**src/rtl/studio2_pkg.sv**
```systemverilog
// Shared types and constants for the Studio II single-port memory arbiter.
package studio2_pkg;

    localparam int ADDR_W = 12;

    localparam logic [ADDR_W-1:0] ROM_BASE  = 12'h000;
    localparam logic [ADDR_W-1:0] CART_BASE = 12'h400;
    localparam int                ROM_SIZE  = 1024;

    typedef enum logic [1:0] {
        REQ_NONE,
        REQ_DMA,
        REQ_CPU,
        REQ_IOCTL
    } req_id_e;

    typedef enum logic [1:0] {
        LD_IDLE,
        LD_ACTIVE,
        LD_DRAIN
    } load_state_e;

endpackage

```
**src/rtl/studio2_ioctl_buffer.sv**
```systemverilog
// Loader side of the arbiter: index/range filter, one-entry write buffer,
// buffer age counter for starvation control and saturating drop counter.
module studio2_ioctl_buffer
    import studio2_pkg::*;
#(
    parameter logic [7:0] ROM_INDEX  = 8'h00,
    parameter logic [7:0] CART_INDEX = 8'h01,
    parameter int         CART_SIZE  = 3072,
    parameter int         STARVE_MAX = 15
) (
    input  logic              clk,
    input  logic              reset_n,
    input  logic              ioctl_wr,
    input  logic [7:0]        ioctl_index,
    input  logic [24:0]       ioctl_addr,
    input  logic [7:0]        ioctl_dout,
    input  logic              commit_i,
    output logic              valid_o,
    output logic [ADDR_W-1:0] addr_o,
    output logic [7:0]        data_o,
    output logic              starved_o,
    output logic [7:0]        drop_count_o
);

    localparam int AGE_W = $clog2(STARVE_MAX + 2);

    logic              valid_q, valid_d;
    logic [ADDR_W-1:0] addr_q, addr_d;
    logic [7:0]        data_q, data_d;
    logic [AGE_W-1:0]  age_q, age_d;
    logic [7:0]        drop_q, drop_d;
    logic              in_range;
    logic [ADDR_W-1:0] base;
    logic              accept;
    logic              drop;

    always_comb begin
        in_range = 1'b0;
        base     = ROM_BASE;
        if (ioctl_index == ROM_INDEX) begin
            in_range = (ioctl_addr < 25'(ROM_SIZE));
            base     = ROM_BASE;
        end else if (ioctl_index == CART_INDEX) begin
            in_range = (ioctl_addr < 25'(CART_SIZE));
            base     = CART_BASE;
        end
    end

    // A write arriving while the buffer is still full is a loader protocol error.
    assign accept    = ioctl_wr && in_range && !valid_q;
    assign drop      = ioctl_wr && !accept;
    assign starved_o = valid_q && (age_q >= AGE_W'(STARVE_MAX));

    always_comb begin
        valid_d = valid_q;
        addr_d  = addr_q;
        data_d  = data_q;
        age_d   = age_q;
        drop_d  = drop_q;
        if (commit_i) begin
            valid_d = 1'b0;
            age_d   = '0;
        end else if (valid_q && !starved_o) begin
            age_d = age_q + 1'b1;
        end
        if (accept) begin
            valid_d = 1'b1;
            addr_d  = base + ioctl_addr[ADDR_W-1:0];
            data_d  = ioctl_dout;
            age_d   = '0;
        end
        if (drop && (drop_q != 8'hFF)) begin
            drop_d = drop_q + 8'd1;
        end
    end

    always_ff @(posedge clk) begin
        if (!reset_n) begin
            valid_q <= 1'b0;
            addr_q  <= '0;
            data_q  <= '0;
            age_q   <= '0;
            drop_q  <= '0;
        end else begin
            valid_q <= valid_d;
            addr_q  <= addr_d;
            data_q  <= data_d;
            age_q   <= age_d;
            drop_q  <= drop_d;
        end
    end

    assign valid_o      = valid_q;
    assign addr_o       = addr_q;
    assign data_o       = data_q;
    assign drop_count_o = drop_q;

endmodule

```
**src/rtl/studio2_mem_arbiter.sv**
```systemverilog
// Single-port RAM arbiter for the Studio II core (video DMA, CPU, ioctl loader).
// Optional STUDIO2_ARB_WRPROT_EN blocks CPU writes below 12'h800 (still acked).
module studio2_mem_arbiter
    import studio2_pkg::*;
#(
    parameter logic [7:0] ROM_INDEX  = 8'h00,
    parameter logic [7:0] CART_INDEX = 8'h01,
    parameter int         CART_SIZE  = 3072,
    parameter int         STARVE_MAX = 15
) (
    input  logic              clk,
    input  logic              reset_n,
    input  logic              ioctl_download,
    input  logic              ioctl_wr,
    input  logic [7:0]        ioctl_index,
    input  logic [24:0]       ioctl_addr,
    input  logic [7:0]        ioctl_dout,
    output logic              ioctl_wait,
    input  logic              cpu_req,
    input  logic              cpu_we,
    input  logic [ADDR_W-1:0] cpu_addr,
    input  logic [7:0]        cpu_wdata,
    output logic              cpu_ack,
    output logic [7:0]        cpu_rdata,
    input  logic              dma_req,
    input  logic [ADDR_W-1:0] dma_addr,
    output logic              dma_ack,
    output logic [7:0]        dma_rdata,
    output logic [ADDR_W-1:0] mem_addr,
    output logic              mem_we,
    output logic [7:0]        mem_wdata,
    input  logic [7:0]        mem_rdata,
    output logic              load_done,
    output logic [7:0]        drop_count
);

    logic              buf_valid, buf_starved;
    logic [ADDR_W-1:0] buf_addr;
    logic [7:0]        buf_data;
    req_id_e           grant, tag1_q, tag2_q;
    load_state_e       ld_q, ld_d;
    logic              load_done_q, load_done_d;
    logic              cpu_lockout, dma_busy, cpu_busy, cpu_wr_en;
    logic              dma_ok, cpu_ok, io_ok;
    logic [ADDR_W-1:0] mem_addr_q, mem_addr_d;
    logic              mem_we_q, mem_we_d;
    logic [7:0]        mem_wdata_q, mem_wdata_d;

    studio2_ioctl_buffer #(
        .ROM_INDEX  (ROM_INDEX),
        .CART_INDEX (CART_INDEX),
        .CART_SIZE  (CART_SIZE),
        .STARVE_MAX (STARVE_MAX)
    ) u_buffer (
        .clk          (clk),
        .reset_n      (reset_n),
        .ioctl_wr     (ioctl_wr),
        .ioctl_index  (ioctl_index),
        .ioctl_addr   (ioctl_addr),
        .ioctl_dout   (ioctl_dout),
        .commit_i     (grant == REQ_IOCTL),
        .valid_o      (buf_valid),
        .addr_o       (buf_addr),
        .data_o       (buf_data),
        .starved_o    (buf_starved),
        .drop_count_o (drop_count)
    );

`ifdef STUDIO2_ARB_WRPROT_EN
    localparam logic [ADDR_W-1:0] WRPROT_LIMIT = 12'h800;
    assign cpu_wr_en = cpu_we && (cpu_addr >= WRPROT_LIMIT);
`else
    assign cpu_wr_en = cpu_we;
`endif

    // The CPU stays locked out through the load_done pulse so it never sees a partial image.
    assign cpu_lockout = ioctl_download || (ld_q != LD_IDLE) || load_done_q;
    assign dma_busy    = (tag1_q == REQ_DMA) || (tag2_q == REQ_DMA);
    assign cpu_busy    = (tag1_q == REQ_CPU) || (tag2_q == REQ_CPU);
    assign dma_ok      = dma_req && !dma_busy;
    assign cpu_ok      = cpu_req && !cpu_busy && !cpu_lockout;
    assign io_ok       = buf_valid;

    always_comb begin
        grant = REQ_NONE;
        if (dma_ok) begin
            grant = REQ_DMA;
        end else if (buf_starved && io_ok) begin
            grant = REQ_IOCTL;
        end else if (cpu_ok) begin
            grant = REQ_CPU;
        end else if (io_ok) begin
            grant = REQ_IOCTL;
        end
    end

    always_comb begin
        mem_addr_d  = mem_addr_q;
        mem_wdata_d = mem_wdata_q;
        mem_we_d    = 1'b0;
        case (grant)
            REQ_DMA: begin
                mem_addr_d = dma_addr;
            end
            REQ_CPU: begin
                mem_addr_d  = cpu_addr;
                mem_we_d    = cpu_wr_en;
                mem_wdata_d = cpu_wdata;
            end
            REQ_IOCTL: begin
                mem_addr_d  = buf_addr;
                mem_we_d    = 1'b1;
                mem_wdata_d = buf_data;
            end
            default: ;
        endcase
    end

    always_comb begin
        ld_d        = ld_q;
        load_done_d = 1'b0;
        case (ld_q)
            LD_IDLE:   if (ioctl_download) ld_d = LD_ACTIVE;
            LD_ACTIVE: if (!ioctl_download) ld_d = LD_DRAIN;
            LD_DRAIN: begin
                if (!buf_valid) begin
                    load_done_d = 1'b1;
                    ld_d        = LD_IDLE;
                end
            end
            default:   ld_d = LD_IDLE;
        endcase
    end

    always_ff @(posedge clk) begin
        if (!reset_n) begin
            mem_addr_q  <= '0;
            mem_we_q    <= 1'b0;
            mem_wdata_q <= '0;
            tag1_q      <= REQ_NONE;
            tag2_q      <= REQ_NONE;
            ld_q        <= LD_IDLE;
            load_done_q <= 1'b0;
        end else begin
            mem_addr_q  <= mem_addr_d;
            mem_we_q    <= mem_we_d;
            mem_wdata_q <= mem_wdata_d;
            tag1_q      <= grant;
            tag2_q      <= tag1_q;
            ld_q        <= ld_d;
            load_done_q <= load_done_d;
        end
    end

    // The second tag stage lines up with the RAM's registered read data.
    assign cpu_ack    = (tag2_q == REQ_CPU);
    assign dma_ack    = (tag2_q == REQ_DMA);
    assign cpu_rdata  = cpu_ack ? mem_rdata : 8'h00;
    assign dma_rdata  = dma_ack ? mem_rdata : 8'h00;
    assign ioctl_wait = buf_valid;
    assign mem_addr   = mem_addr_q;
    assign mem_we     = mem_we_q;
    assign mem_wdata  = mem_wdata_q;
    assign load_done  = load_done_q;

endmodule

```
**config.mk**
```make
export PLATFORM = sky130hd
export DESIGN_NAME = studio2_mem_arbiter
export DESIGN_NICKNAME = d
export VERILOG_FILES = /design/src/rtl/studio2_pkg.sv /design/src/rtl/studio2_ioctl_buffer.sv /design/src/rtl/studio2_mem_arbiter.sv
export SDC_FILE = /design/constraint.sdc
export NUM_CORES = 1
export LEC_CHECK = 0
export BUFFER_PORTS_ARGS = -buffer_cell sky130_fd_sc_hd__buf_2
export CAP_MARGIN = 20
export CORE_ASPECT_RATIO = 0.6
export CORE_MARGIN = 2
export CORE_UTILIZATION = 46
export CTS_CLUSTER_SIZE = 20
export DETAILED_ROUTE_END_ITERATION = 8
export HOLD_SLACK_MARGIN = 0.05
export PLACE_DENSITY = 0.9
export SLEW_MARGIN = 10
export SYNTH_ARGS = -nofsm -noshare
export SYNTH_HDL_FRONTEND = slang
export SYNTH_SLANG_ARGS = --single-unit
export TNS_END_PERCENT = 30
```
**constraint.sdc**
```tcl
create_clock -name clk -period 2.1 [get_ports clk]
set_input_delay 0.315 -clock clk [delete_from_list [all_inputs] [get_ports clk]]
set_output_delay 0.315 -clock clk [all_outputs]
set_load 0.01 [all_outputs]
```
== After elaboration in Yosys (flattened, before gate mapping) ==
Index checks and enable logic that the tools add are counted.

* Bitwise operators: 1
* Equal/unequal tests: 14
* Reductions and logical operators: 29
* Multiplexer cells: 20
* $add $sub $neg: 3
* Order comparisons: 3

{| class="wikitable"
|+ Operator list
! cell !! count
|-
| $pmux W12 S3 || 1
|-
| $lt A25 B11 Y1 const B || 1
|-
| $lt A25 B12 Y1 const B || 1
|-
| $mux W8 || 2
|-
| $pmux W8 S2 || 1
|-
| $mux W2 || 7
|-
| $add A12 B12 Y12 || 1
|-
| $mux W12 || 1
|-
| $mux W11 || 1
|-
| $eq A2 B2 Y1 const B || 5
|-
| $logic_and A1 B1 Y1 || 10
|-
| $add A8 B1 Y8 const B || 1
|-
| $eq A2 B1 Y1 const B || 4
|-
| $eq A8 B1 Y1 const B || 1
|-
| $logic_not A8 Y1 || 1
|-
| $ne A8 B8 Y1 const B || 1
|-
| $logic_not A1 Y1 || 6
|-
| $ne A2 B2 Y1 const B || 3
|-
| $pmux W2 S3 || 1
|-
| $reduce_bool A2 Y1 || 3
|-
| $add A5 B1 Y5 const B || 1
|-
| $ge A5 B4 Y1 const B || 1
|-
| $mux W1 || 5
|-
| $logic_or A1 B1 Y1 || 4
|-
| other kinds (7) || 7
|}

* Word-level logic and storage cells: 82
* Flip-flop bits (word level): 62
* Input bits: 88

== Longest topological paths before layout ==
* Depth after elaboration: 11
* Depth in mapped cells: 9
* Mapped depth without buffers: 8

== Modules after synthesis ==
Synthesis repeated with hierarchy kept, for this count alone.

* Cell total of the unflattened synthesis: 336
* Area total of the unflattened synthesis: 3228.1 um^2

{| class="wikitable"
|+ By module, submodules not included
! module !! seq. area each (um^2) !! area an instance (um^2) !! cells an instance !! instances
|-
| studio2_mem_arbiter || 560.5 || 1630.3 || 182 || 1
|-
| studio2_ioctl_buffer || 680.7 || 1597.8 || 154 || 1
|}

== Least setup slack after synthesis ==
No wires, ideal clock.

* Kind: reg-to-reg
* Start: register load_done_q, in the netlist load_done
* End: register mem_addr_q[0], in the netlist mem_addr[0]
* Path buffers: 1
* Library setup time: 0.074 ns
* Stages on the path, launching flop included: 7
* Path slack: 0.195 ns
* Arrival time: 1.831 ns
* Period minus slack after synthesis: 1.905 ns
* Cell sequence: dfxtp_1 > or3b_1 > or4_4 > a211oi_4 > buf_6 > nand2_1 > a31oi_1

* Cells in the longest elaborated chain, start to end: 8
* Elaborated cells between the ends (all ways): 11
* Those cells by class: 3 x eq/ne; 4 x mux; 4 x reduce/logical

{| class="wikitable"
|+ Ends and longest elaborated chain
! item !! RTL line !! RTL
|-
| start: declaration || studio2_mem_arbiter.sv:42 || <nowiki>logic load_done_q, load_done_d;</nowiki>
|-
| start signal: assignment || studio2_mem_arbiter.sv:151 || <nowiki>load_done_q <= load_done_d;</nowiki>
|-
| $logic_or A1 B1 Y1 * || studio2_mem_arbiter.sv:77 || <nowiki>assign cpu_lockout = ioctl_download || (ld_q != LD_IDLE) || load_done_q;</nowiki>
|-
| $logic_not A1 Y1 * || studio2_mem_arbiter.sv:81 || <nowiki>assign cpu_ok = cpu_req && !cpu_busy && !cpu_lockout;</nowiki>
|-
| $logic_and A1 B1 Y1 * || studio2_mem_arbiter.sv:81 ||
|-
| $mux W2 * || studio2_mem_arbiter.sv:90 || <nowiki>end else if (cpu_ok) begin</nowiki>
|-
| $mux W2 * || studio2_mem_arbiter.sv:88 || <nowiki>end else if (buf_starved && io_ok) begin</nowiki>
|-
| $mux W2 * || studio2_mem_arbiter.sv:86 || <nowiki>if (dma_ok) begin</nowiki>
|-
| $eq A2 B2 Y1 or $eq A2 B1 Y1 (tied branches) || studio2_mem_arbiter.sv:101 || <nowiki>case (grant)</nowiki>
|-
| $pmux W12 S3 or $reduce_bool A3 Y1 (tied branches) || n/a ||
|-
| end signal: assignment || studio2_mem_arbiter.sv:145 || <nowiki>mem_addr_q <= mem_addr_d;</nowiki>
|-
| end: declaration || studio2_mem_arbiter.sv:45 || <nowiki>logic [ADDR_W-1:0] mem_addr_q, mem_addr_d;</nowiki>
|}

Every way passes the cells marked *; elsewhere a longest branch is shown, timed or not.
A chain may end at the register's enable or synchronous reset.

== Worst setup path after layout ==
* Start: register ld_q[0]
* End: register mem_addr_q[5], in the netlist mem_addr[5]

* Cells in the longest elaborated chain, start to end: 10
* Elaborated cells between the ends (all ways): 13
* Those cells by class: 3 x eq/ne; 4 x mux; 6 x reduce/logical

{| class="wikitable"
|+ Ends and longest elaborated chain
! item !! RTL line !! RTL
|-
| start: declaration || studio2_mem_arbiter.sv:41 || <nowiki>load_state_e ld_q, ld_d;</nowiki>
|-
| start signal: assignment || studio2_mem_arbiter.sv:150 || <nowiki>ld_q <= ld_d;</nowiki>
|-
| $reduce_bool A2 Y1 * || studio2_mem_arbiter.sv:77 ||
|-
| $logic_or A1 B1 Y1 * (2 in series) || studio2_mem_arbiter.sv:77 ||
|-
| $logic_not A1 Y1 * || studio2_mem_arbiter.sv:81 ||
|-
| $logic_and A1 B1 Y1 * || studio2_mem_arbiter.sv:81 ||
|-
| $mux W2 * || studio2_mem_arbiter.sv:90 ||
|-
| $mux W2 * || studio2_mem_arbiter.sv:88 ||
|-
| $mux W2 * || studio2_mem_arbiter.sv:86 ||
|-
| $eq A2 B2 Y1 or $eq A2 B1 Y1 (tied branches) || studio2_mem_arbiter.sv:101 ||
|-
| $pmux W12 S3 or $reduce_bool A3 Y1 (tied branches) || n/a ||
|}

Marked as above.

==> flow_metrics.env <==
export IMPL_status="complete, no violations"
export IMPL_fin_skew_ps=14.9
export IMPL_synthCells=329
export IMPL_row_count=21
export IMPL_via_per_inst=5.32
export IMPL_nets=564
export IMPL_cts_tree="done"
export IMPL_maxSlewHeadroom=0.742
export IMPL_grt_max_degree=23
export IMPL_power_frac_comb=0.123
export IMPL_synth_edff_count=0
export IMPL_clk_pin_slew_worst_paths_ps=80
export IMPL_die_w_um=105
export IMPL_die_y_um=64.4
export IMPL_dpl_cell_area_um2=3630
export IMPL_seq_area_frac_synth=0.444
export IMPL_core_um2=5730
export IMPL_synth_ff_type="dfxtp_1"
export IMPL_hp_class="in2reg"
export IMPL_holdBufCountCts=0
export IMPL_maxCapViolCount=0
export IMPL_path_cells="or3b_4, or4_4, a211oi_4, buf_6, buf_12, nand2_1, a31oi_1"
export IMPL_slew_viol_final=0
export IMPL_layout_drive_gt1_share=0.382
export IMPL_firstDrtPassIters=6
export IMPL_holdWs_ps=207
export IMPL_initial_utilization=0.488
export IMPL_arrival_ps=2300
export IMPL_numCtsBuffers=9
export IMPL_swShare=0.258
export IMPL_hold_violations=0
export IMPL_cts_sinks=62
export IMPL_n_fill_cell=478
export IMPL_rsz0062_at_grt="no"
export IMPL_fp_dieArea_um2=6730
export IMPL_io_buffers=136
export IMPL_ant_nets=0
export IMPL_syn_nets=421
export IMPL_area_growth_pct=39.4
export IMPL_cp_start_kind="flop"
export IMPL_finalPower_mw=2.64
export IMPL_routedWlPerCell_um=14.2
export IMPL_grt_pass1_vias=2770
export IMPL_grt_util_all_layers=0.242
export IMPL_antenna_found_initial=0
export IMPL_cp_top_family="simple AND/OR/NAND/NOR gates"
export IMPL_path_class="reg2reg"
export IMPL_syn_area_um2=2790
export IMPL_dp_hpwl_mm=5.65
export IMPL_wl_mm=7.92
export IMPL_p_int_mw=1.96
export IMPL_period_share=0.970
export IMPL_setup_viol=0
export IMPL_switching_power_mw=0.682
export IMPL_gp_congestion=0.838
export IMPL_vias=2966
export IMPL_critPathRequiredTime_ps=2370
export IMPL_synth_seq_cells=62
export IMPL_worst_slew_pin_slew_ps=383
export IMPL_fmax_ghz=0.491
export IMPL_cp_slowest_cell="or4_4"
export IMPL_setup_ws_ps=62.2
export IMPL_clockBufferDepth=2
export IMPL_critPathMaxFanout=10
export IMPL_slowest_delay_ps=530
export IMPL_p_seq_frac=0.469
export IMPL_dp_slack_ps=-28.9
export IMPL_grt_pass1_wl_mm=12.9
export IMPL_htree_levels=3
export IMPL_antenna_cells=0
export IMPL_drt_iter0_drc=205
export IMPL_cts_root_buf="clkbuf_8"
export IMPL_critPathCaptureType="flop"
export IMPL_power_density_nw_per_um2=679
export IMPL_finalCriticalPeriod_ps=2040
export IMPL_p_leak_nw=1.73
export IMPL_remaining_drc_errors=0
export IMPL_power_share_clock=0.408
export IMPL_synthArstFlopShare=0
export IMPL_yosys_warnings=0
export IMPL_final_area_um2=3890
export IMPL_pin_count=137
export IMPL_syn_area_per_cell_um2=8.49
export IMPL_clock_latency_ps=340
export IMPL_peakVddDrop_uv=443
export IMPL_critPathBufInv=2
export IMPL_synth_cell_type_count=39
export IMPL_overflow=0
[worst register-to-register path: cells and delay by family, from the launching register on]
| kind | cells | cell delay (ps) |
|---|---|---|
| AO/OA/AOI/OAI | 2 | 370 |
| buffers and inverters | 2 | 290 |
| AND/OR/NAND/NOR | 3 | 990 |
| flip-flops | 1 | 330 |
[metrics by stage]
stage	util	std cells	TNS, ps
global route	0.680	557	0
detailed placement	0.634	539	-52.6
global placement	0.634	539	0
finish	0.680	557	0
floorplan	-	329	0
CTS	0.677	557	0
[metal layers]
layer | share of wire | vias up | track usage | wire length (um)
met3 | 0.091 | 10 | 0.0939 | 723
met2 | 0.47 | 134 | 0.410 | 3700
li1 | - | 1447 | - | -
met4 | 0.0088 | 0 | 0.0700 | 70
met1 | 0.43 | 1375 | 0.289 | 3420
met5 | 0 | - | 0 | 0
[final cells by class]
cell class,count,area [um2],share of cell area
multi-input cells,241,1470,0.376
flip-flops and latches,62,1240,0.319
repair buffers,151,855,0.219
clock buffers,10,138,0.0353
well taps,80,100,0.0257
clock inverters,6,67.6,0.0174
inverters,7,26.3,0.00675
[logic make-up (layout without fill, tap and decap cells)]
logic type / count (synthesis) / after routing / share of synthesized area
xor gates and xnor gates: 3 / 3 / 0.00941
buffers and inverters: 26 / 174 / 0.0412
muxes: 23 / 23 / 0.0828
and+or+nand+nor: 132 / 132 / 0.232
DFF: 62 / 62 / 0.444
AOI/OAI and AO/OA: 79 / 79 / 0.172
adders and majority gates: 4 / 4 / 0.0179
[flip-flops by register name, indices dropped and copies added, names as in the netlist]
signal,count
mem_addr,12
u_buffer.data_o,8
u_buffer.valid_o,1
u_buffer.age_q,5
mem_we,1
tag2_q,2
load_done,1
u_buffer.drop_count_o,8
ld_q,2
mem_wdata,8
tag1_q,2
u_buffer.addr_o,12
[path summary, 6_finish.rpt]
path	cells past startpoint	slack, ps	from	end
max	7	60	ld_q[0]$_SDFFE_PN0P_	mem_addr[5]$_SDFFE_PN0P_
min	3	210	ioctl_download	ld_q[0]$_SDFFE_PN0P_
max reg2reg	7	60	ld_q[0]$_SDFFE_PN0P_	mem_addr[5]$_SDFFE_PN0P_
min reg2reg	1	440	ld_q[1]$_SDFFE_PN0P_	ld_q[0]$_SDFFE_PN0P_
[power groups by stage]
stage,clock (mW),sequential [mW],combinational [mW]
after floorplan,0,1.28,0.124
final,1.08,1.24,0.326
after detailed placement,0,1.27,0.313
after CTS,1.10,1.24,0.322
after global placement,0,1.26,0.302
after global routing,1.16,1.24,0.358
[cells in the final DEF, fill, tap and decap left out, drive strengths merged, types with 3 or more instances in the layout]
master  synthesis  routed
clkbuf         15      10
ha              4       4
o21ai          32      32
nand4           3       3
nand2b          4       4
and3            5       5
and2           18      18
inv             7       9
or3             6       6
nand2          43      43
a211oi          4       4
a21oi          15      15
a22oi           8       8
a31oi          13      13
mux2i          22      22
nor2           31      31
nand3           6       6
buf             4     151
nor4            5       5
dfxtp          62      62
nor3            4       4
[cells in the mapped netlist, types with 4 or more instances]
| cell | count | share of area |
|---|---|---|
| nand3_1 | 6 | 0.011 |
| or3_1 | 6 | 0.013 |
| nand2b_1 | 4 | 0.0090 |
| a22oi_1 | 8 | 0.021 |
| o21ai_0 | 32 | 0.057 |
| ha_1 | 4 | 0.018 |
| nand2_1 | 43 | 0.058 |
| and3_1 | 5 | 0.011 |
| and2_1 | 18 | 0.040 |
| mux2i_1 | 22 | 0.079 |
| clkbuf_1 | 15 | 0.020 |
| nor2_1 | 31 | 0.042 |
| nor4_1 | 4 | 0.0090 |
| inv_1 | 7 | 0.0094 |
| a21oi_1 | 15 | 0.027 |
| a31oi_1 | 13 | 0.029 |
| dfxtp_1 | 62 | 0.44 |
[repair_timing]
item / CTS / global route
endpoints found under the setup margin: 4 / 20
setup buffers: 1 / 0
resized for setup: 2 / 6
cloned: 1 / 0
pin swaps: 1 / 4
(Power assumes the default switching activity.)
